<file path="src/rtl/paddle_array.sv">
// paddle_array: N vertical paddles overlaid on a 26-bit pixel stream.
// Stream layout: [25] hsync, [24] vsync, [23] active video, [22:13] x, [12:3] y, [2:0] rgb.
// Each paddle's top-y moves once per frame (on the vsync rising edge) from its
// up/down buttons, clamped to [POS_MIN, POS_MAX]. The draw stage is one register deep.
module paddle_array #(
  parameter int unsigned NUM_PLY = 2,
  parameter int unsigned PLY_W   = 10,
  parameter int unsigned PLY_H   = 64,
  parameter int unsigned X_FIRST = 20,
  parameter int unsigned X_STEP  = 750,
  parameter int unsigned SPEED   = 4,
  parameter int unsigned POS_MIN = 0,
  parameter int unsigned POS_MAX = 416,
  parameter logic [2:0]  PLY_RGB = 3'b111
) (
  input  logic                   px_clk,
  input  logic                   reset,
  input  logic [25:0]            strRGB_i,
  input  logic [NUM_PLY-1:0]     btn_up,
  input  logic [NUM_PLY-1:0]     btn_down,
  output logic [NUM_PLY*10-1:0]  pos_o,
  output logic [25:0]            strRGB_o
);

  // All position and draw arithmetic is 11 bits wide so that pos + SPEED and
  // pos + PLY_H - 1 never wrap for legal 10-bit positions.
  localparam logic [10:0] PosMin       = 11'(POS_MIN);
  localparam logic [10:0] PosMax       = 11'(POS_MAX);
  localparam logic [10:0] Speed        = 11'(SPEED);
  localparam logic [10:0] MinPlusSpeed = 11'(POS_MIN + SPEED);
  localparam logic [10:0] PlyHm1       = 11'(PLY_H - 1);
  localparam logic [9:0]  PosMin10     = 10'(POS_MIN);
  localparam logic [9:0]  PosMax10     = 10'(POS_MAX);
  localparam logic [9:0]  PosInit10    = 10'((POS_MIN + POS_MAX) / 2);

  // Stream fields
  logic        vs_in;
  logic        av_in;
  logic [10:0] x_in;
  logic [10:0] y_in;

  assign vs_in = strRGB_i[24];
  assign av_in = strRGB_i[23];
  assign x_in  = {1'b0, strRGB_i[22:13]};
  assign y_in  = {1'b0, strRGB_i[12:3]};

  // Frame tick: one cycle at the vsync rising edge.
  logic vs_q;
  logic tick;

  assign tick = vs_in & ~vs_q;

  // Registers the previous vsync level for edge detection.
  always_ff @(posedge px_clk) begin
    if (reset) begin
      vs_q <= 1'b0;
    end else begin
      vs_q <= vs_in;
    end
  end

  logic [NUM_PLY-1:0] hit;

  for (genvar k = 0; k < NUM_PLY; k++) begin : g_ply
    // Left edge is fixed at elaboration. A paddle whose box does not fit in the
    // 11-bit compare range lies beyond any reachable x and is simply never drawn.
    localparam int unsigned XlInt   = X_FIRST + k * X_STEP;
    localparam int unsigned XhInt   = XlInt + PLY_W - 1;
    localparam bit          InRange = (XhInt < 2048);
    localparam logic [10:0] XLo     = 11'(XlInt);
    localparam logic [10:0] XHi     = 11'(XhInt);

    logic [9:0]  pos_q;
    logic [9:0]  pos_d;
    logic [10:0] pos_ext;
    logic        go_up;
    logic        go_down;

    assign pos_ext = {1'b0, pos_q};
    assign go_up   = tick & btn_up[k] & ~btn_down[k];
    assign go_down = tick & btn_down[k] & ~btn_up[k];

    // Next position: saturating step on the tick, hold otherwise.
    always_comb begin
      pos_d = pos_q;
      if (go_up) begin
        if (pos_ext < MinPlusSpeed) begin
          pos_d = PosMin10;
        end else begin
          pos_d = 10'(pos_ext - Speed);
        end
      end else if (go_down) begin
        if ((pos_ext + Speed) > PosMax) begin
          pos_d = PosMax10;
        end else begin
          pos_d = 10'(pos_ext + Speed);
        end
      end
    end

    // Position register, recentred on reset.
    always_ff @(posedge px_clk) begin
      if (reset) begin
        pos_q <= PosInit10;
      end else begin
        pos_q <= pos_d;
      end
    end

    assign pos_o[10*k +: 10] = pos_q;

    // Box test against the current (pre-update) position; updates only happen in blanking.
    always_comb begin
      hit[k] = 1'b0;
      if (InRange && av_in) begin
        hit[k] = (x_in >= XLo) && (x_in <= XHi) &&
                 (y_in >= pos_ext) && (y_in <= (pos_ext + PlyHm1));
      end
    end
  end : g_ply

  // Overlapping paddles share a colour, so a plain OR of the hits is enough.
  logic [25:0] str_d;
  logic [25:0] str_q;

  // Overlay colour onto the stream; all other fields pass through.
  always_comb begin
    str_d = strRGB_i;
    if (|hit) begin
      str_d[2:0] = PLY_RGB;
    end
  end

  // Single output stage for all 26 bits.
  always_ff @(posedge px_clk) begin
    if (reset) begin
      str_q <= '0;
    end else begin
      str_q <= str_d;
    end
  end

  assign strRGB_o = str_q;

  // Sanity of parameters is the integrator's concern; PosMin is kept for clarity of the clamp.
  logic unused_posmin;
  assign unused_posmin = ^PosMin;

endmodule

</file>
<file path="config.mk">
export PLATFORM = sky130hd
export DESIGN_NAME = paddle_array
export DESIGN_NICKNAME = d
export VERILOG_FILES = /design/src/rtl/paddle_array.sv
export SDC_FILE = /design/constraint.sdc
export NUM_CORES = 1
export LEC_CHECK = 0
export BUFFER_PORTS_ARGS = -buffer_cell sky130_fd_sc_hd__clkbuf_2
export CAP_MARGIN = 20
export CORE_UTILIZATION = 55
export CTS_BUF_LIST = sky130_fd_sc_hd__clkbuf_8
export CTS_CLUSTER_SIZE = 10
export DETAILED_ROUTE_END_ITERATION = 8
export GPL_TIMING_DRIVEN = 0
export HOLD_SLACK_MARGIN = 0.1
export MAX_ROUTING_LAYER = met4
export PLACE_DENSITY = 0.81
export REMOVE_ABC_BUFFERS = 1
export SETUP_SLACK_MARGIN = 0.15
export SYNTH_ARGS = -nofsm -noshare
export SYNTH_HDL_FRONTEND = slang
export SYNTH_SLANG_ARGS = --single-unit
</file>
<file path="constraint.sdc">
create_clock -name px_clk -period 5.03 [get_ports px_clk]
set_input_delay 0.503 -clock px_clk [delete_from_list [all_inputs] [get_ports px_clk]]
set_output_delay 0.503 -clock px_clk [all_outputs]
set_load 0.02 [all_outputs]
</file>
# [Word-level counts from Yosys, hierarchy flattened]
# Index checks and enable logic that the tools add are counted.
[word_totals] regBits=47 latch_bits=0 ramBits=0 mem_bits_ro=0 in_bits=32 out_inout_bits=46 word_cells=56 n_memories=0
[op_classes] addsub=6 n_mul=0 div=0 magnitude_cmp=12 n_eq_ne=0 n_shift=0 n_mux=11 bitwise=14 n_reduce_logical=9
[op_table] op="$mux 10" count=8
[op_table] op="$add 10x3->11 const B" count=2
[op_table] op="$add 10x6->11 const B" count=2
[op_table] op="$gt 11x9->1 const B" count=2
[op_table] op="$le 10x11->1" count=2
[op_table] op="$ge 10x10->1" count=2
[op_table] op="$lt 10x3->1 const B" count=2
[op_table] op="$sub 10x3->10 const B" count=2
[op_table] op="$ge 10x10->1 const B" count=1
[op_table] op="$ge 10x5->1 const B" count=1
[op_table] op="$le 10x10->1 const B" count=1
[op_table] op="$le 10x5->1 const B" count=1
[op_table] op="$and 1x1->1" count=9
[op_table] op="$logic_and 1x1->1" count=6
[op_table] op="$not 1->1" count=5
[op_table] op="$reduce_bool 2->1" count=2
[op_table] op="$mux 3" count=1
[op_table] op="$mux 1" count=2
[op_table] op="$reduce_or 2->1" count=1

# [Depth between registers and ports, before layout]
[depth] depth_word=7 mapped_depth=13 ltp_nobuf=12

# [Worst setup path after synthesis]
# No wires, ideal clock.
[synth_timing] path_type="reg-to-reg" from="register g_ply[1].pos_q[2]" to="register str_q[0] (netlist: strRGB_o[0])" setup_time_ns=0.075 arrival_ns=2.646 required_ns=4.955 setup_slack_ns=2.309 path_stages_with_launch=14 path_buffers=1 synth_period_minus_slack_ns=2.721 cell_sequence="dfxtp_1 buf_2 inv_1 ha_1 nor3b_2 nor2_1 xnor2_1 ha_1 a21oi_1 o22ai_1 o31a_1 o21ai_0 a32oi_1 o21ai_0"
[synth_between] elab_chain_cells=6 word_cells_on_any_way=8 classes_between="1 x add/sub; 2 x order compare; 2 x mux; 3 x reduce/logical"
[synth_rtl] item="from (decl)" line="73" source="logic [9:0] pos_q;"
[synth_rtl] item="from (signal assigned)" line="104" source="pos_q <= PosInit10;"
[synth_rtl] item="from (signal assigned)" line="106" source="pos_q <= pos_d;"
[synth_rtl] item="$add 10x6->11 / $ge 10x10->1 (equally long branches)" line="117" source="(y_in >= pos_ext) && (y_in <= (pos_ext + PlyHm1));"
[synth_rtl] item="$le 10x11->1 / $logic_and 1x1->1 (equally long branches)" line="117, 116"
[synth_rtl] item="$logic_and 1x1->1 (*)" line="117"
[synth_rtl] item="$mux 1 (*)" line="115" source="if (InRange && av_in) begin"
[synth_rtl] item="$reduce_or 2->1 (*)" line="129" source="if (|hit) begin"
[synth_rtl] item="$mux 3 (*)" line="129"
[synth_rtl] item="to (signal assigned)" line="139" source="str_q <= str_d;"
[synth_rtl] item="to (decl)" line="124" source="logic [25:0] str_q;"
# Every way passes the cells marked *; elsewhere a longest branch is shown, timed or not.
# A chain may end at the register's enable or synchronous reset.

# [Final worst setup path]
# Same ends and word-level chain as after synthesis.

==> results.md <==
* Outcome: complete, no violations
* Worst setup SP type: register
* Die Y at 81.0 um
* Setup TNS at 0 ps
* DRC violations left at 0
* Number of buffers between clock root and the deepest sink at 2
* Total wirelength of the detailed-routed design at 8560 um
* Die outline area at 0.00656 mm2
* Cell with the most instances after synthesis: sky130_fd_sc_hd__dfxtp_1
* Effective utilization at floorplan at 57.6%
* Total global routing track utilization at 27.0%
* Proportion of register bits with asynchronous set or reset after synthesis at 0%
* Maximum level of the CTS H-tree at 2
* Wire length per cell after detailed routing at 15.6 um
* Setup repair after global routing missed its margin: no
* Number of distinct library cell variants in the gate-level netlist after synthesis at 74
* Fin crit share at 61.5%
* VDD IR max at 0.000159 V
* Total Power Consumption at 0.848 mW
* Pre-Repair DR Iteration Count at 5
* N_diodes at 0
* Biggest fanout along the worst timing path at 13
* Slew Limit Fails at 0
* Width of the die at 81.0 um
* Final nets at 544
* Area overhead of the layout relative to synthesis at 11.6%
* Synth cell count leaders: 42 x sky130_fd_sc_hd__dfxtp_1, 38 x sky130_fd_sc_hd__ha_1, 29 x sky130_fd_sc_hd__a21oi_1
* Synthesized area divided by synthesized cell count at 8.13 um2
* Class of the worst hold path: input port to register
* Detailed Place HPWL at 6270 um
* Post-synth top area share at 24.5%
* Yosys warnings at 0
* Buffer cell driving the clock tree root: sky130_fd_sc_hd__clkbuf_8
* Number of buffers added by the clock tree synthesis step at 5
* Fraction of final layout cells sized beyond drive strength 1 at 21.1%
* Post-layout minimum cycle time at 3090 ps
* Number of cells produced by synthesis at 422
* Max-Cap Viols at 0
* Maximum number of pins on one net before global-route repair at 44
* Leak at 1.64 nW
* Global-route wire length before repair at 13400 um
* Number of antenna violations at the first check in global routing at 0
* Antenna Violating Nets Remaining at 0
* Number of top-level design ports at 78
* Worst-case clock skew at 6.92 ps
* Power density cells at 221 mW/mm2
* Max-Slew Margin vs Limit at 38.9%
* Routability congestion estimate at 0.946
* Cell accounting for the most synthesized area: sky130_fd_sc_hd__dfxtp_1
* Fill cell instance count of the final layout at 520
* Multi-input gate area in the final layout at 0.00233 mm2
* Max Clock Freq at 323 MHz
* Drt via density at 6.11
* Setup WS post-layout at 1940 ps
* Number of sinks handled by clock tree synthesis at 42
* Hold_buf cts at 0
* Count of port buffers added during placement at 73
* Iteration-0 DRC Markers at 378
* Std-Cell Rows at 28
* Vias after detailed routing at 3362
* Final setup violation count at 0
* Actual transition at the worst max-transition pin at 917 ps
* Signal arrival time at the worst endpoint at 3310 ps
* Most used DFF post-synth: sky130_fd_sc_hd__dfxtp_1
* Proportion of synthesized chip area in sequential cells at 24.5%
* Number of gates resized after cts at 0
* Clk Latency, worst-skew pair at 300 ps
* Synthesized area at 0.00343 mm2
* Leading post-synthesis cells by cell area: sky130_fd_sc_hd__dfxtp_1 25%, sky130_fd_sc_hd__ha_1 14%, sky130_fd_sc_hd__nor2b_1 4.7%
* Final Hold Fails at 0
* Area of the core at 0.00596 mm2
* Vias in the first global route at 2890
* CP endpoint kind: register
* Sequential cell area in the final layout at 841 um2
* Worst Path Required at 5240 ps
* CTS tree: built
* Crit Path Category: register to register
* Place WS at 2010 ps
* Post-CTS repair timing setup buffer count at 0
* Worst-path clk slew at 90 ps
* Post-synthesis sequential element count at 42
* GRT overflow at 0
* Post-synth EDFFs at 0
-- worst max-delay path, cell delays in order (launching register included) --
cell,delay [ps]
sky130_fd_sc_hd__dfxtp_1,460
sky130_fd_sc_hd__inv_1,220
sky130_fd_sc_hd__ha_1,260
sky130_fd_sc_hd__nor3b_2,510
sky130_fd_sc_hd__nor2_1,130
sky130_fd_sc_hd__xnor2_1,160
sky130_fd_sc_hd__ha_1,320
sky130_fd_sc_hd__a21oi_1,160
sky130_fd_sc_hd__o22ai_1,100
sky130_fd_sc_hd__o31a_1,280
sky130_fd_sc_hd__o21ai_0,150
sky130_fd_sc_hd__a32oi_1,140
sky130_fd_sc_hd__o21ai_0,110
-- cell type report --
type	instances	area share, %
inverters	24	2.35
repair buffers	73	9.54
well taps	75	2.45
clock buffers	5	1.80
multi-input cells	328	60.8
clock inverters	3	1.08
flip-flops and latches	42	22.0
-- metal layers --
layer  up-vias  GRT usage, %  part of all wire [%]
met5         -             -                     0
li1       1635             -                     -
met2       196          43.0                    45
met1      1518          34.7                    44
met3        13          4.94                   9.1
met4         0          7.86                   1.4
-- metrics by stage --
stage,hold WS (ps),std cells,utilization [%],instance area [um2]
finish,409,550,64.3,3830
CTS,409,550,64.3,3830
floorplan,568,394,-,3260
global placement,599,542,62.4,3720
global route,422,550,64.3,3830
detailed placement,602,542,62.4,3720
-- state kept, by name, summed over array words and instances (netlist names) --
signal	cells
strRGB_o	26
g_ply.pos_q	16
-- power breakdown --
group | total (mW) | internal, mW | leakage, nW | switching (mW)
clock | 0.277 | 0.146 | 0.0556 | 0.131
combinational | 0.201 | 0.0796 | 1.24 | 0.121
sequential | 0.370 | 0.348 | 0.347 | 0.0213
-- kinds of logic after synthesis --
family / after synthesis / share of synthesized area, %
compound gates: 114 / 22.1
xor+xnor: 20 / 5.11
fa+ha+maj: 38 / 13.9
buf+inv: 55 / 7.95
flops: 42 / 24.5
mux: 3 / 0.948
other cells: 1 / 0.109
simple gates: 149 / 25.4
-- placed cells by master, fill, tap and decap left out, drive strengths merged, types with 5 or more instances in the layout --
master,n
nand2,21
clkbuf,78
xnor2,17
o211ai,6
nor4,6
nor2b,26
nand4,7
a21oi,30
o21ai,28
nand3,21
a211oi,5
inv,25
a31oi,10
ha,38
dfxtp,42
nor3,12
nor2,28
-- path summary, 6_finish.rpt --
path                                         from                end  slack [ps]  cells past startpoint
worst max-delay path            g_ply[1].pos_q[2]        strRGB_o[0]        1940                     12
worst min register to register  g_ply[0].pos_q[9]  g_ply[0].pos_q[9]         610                      2
worst max register to register  g_ply[1].pos_q[2]        strRGB_o[0]        1940                     12
worst min-delay path                 strRGB_i[13]       strRGB_o[13]         410                      2
Note: power is estimated with default switching activity, not from simulation.
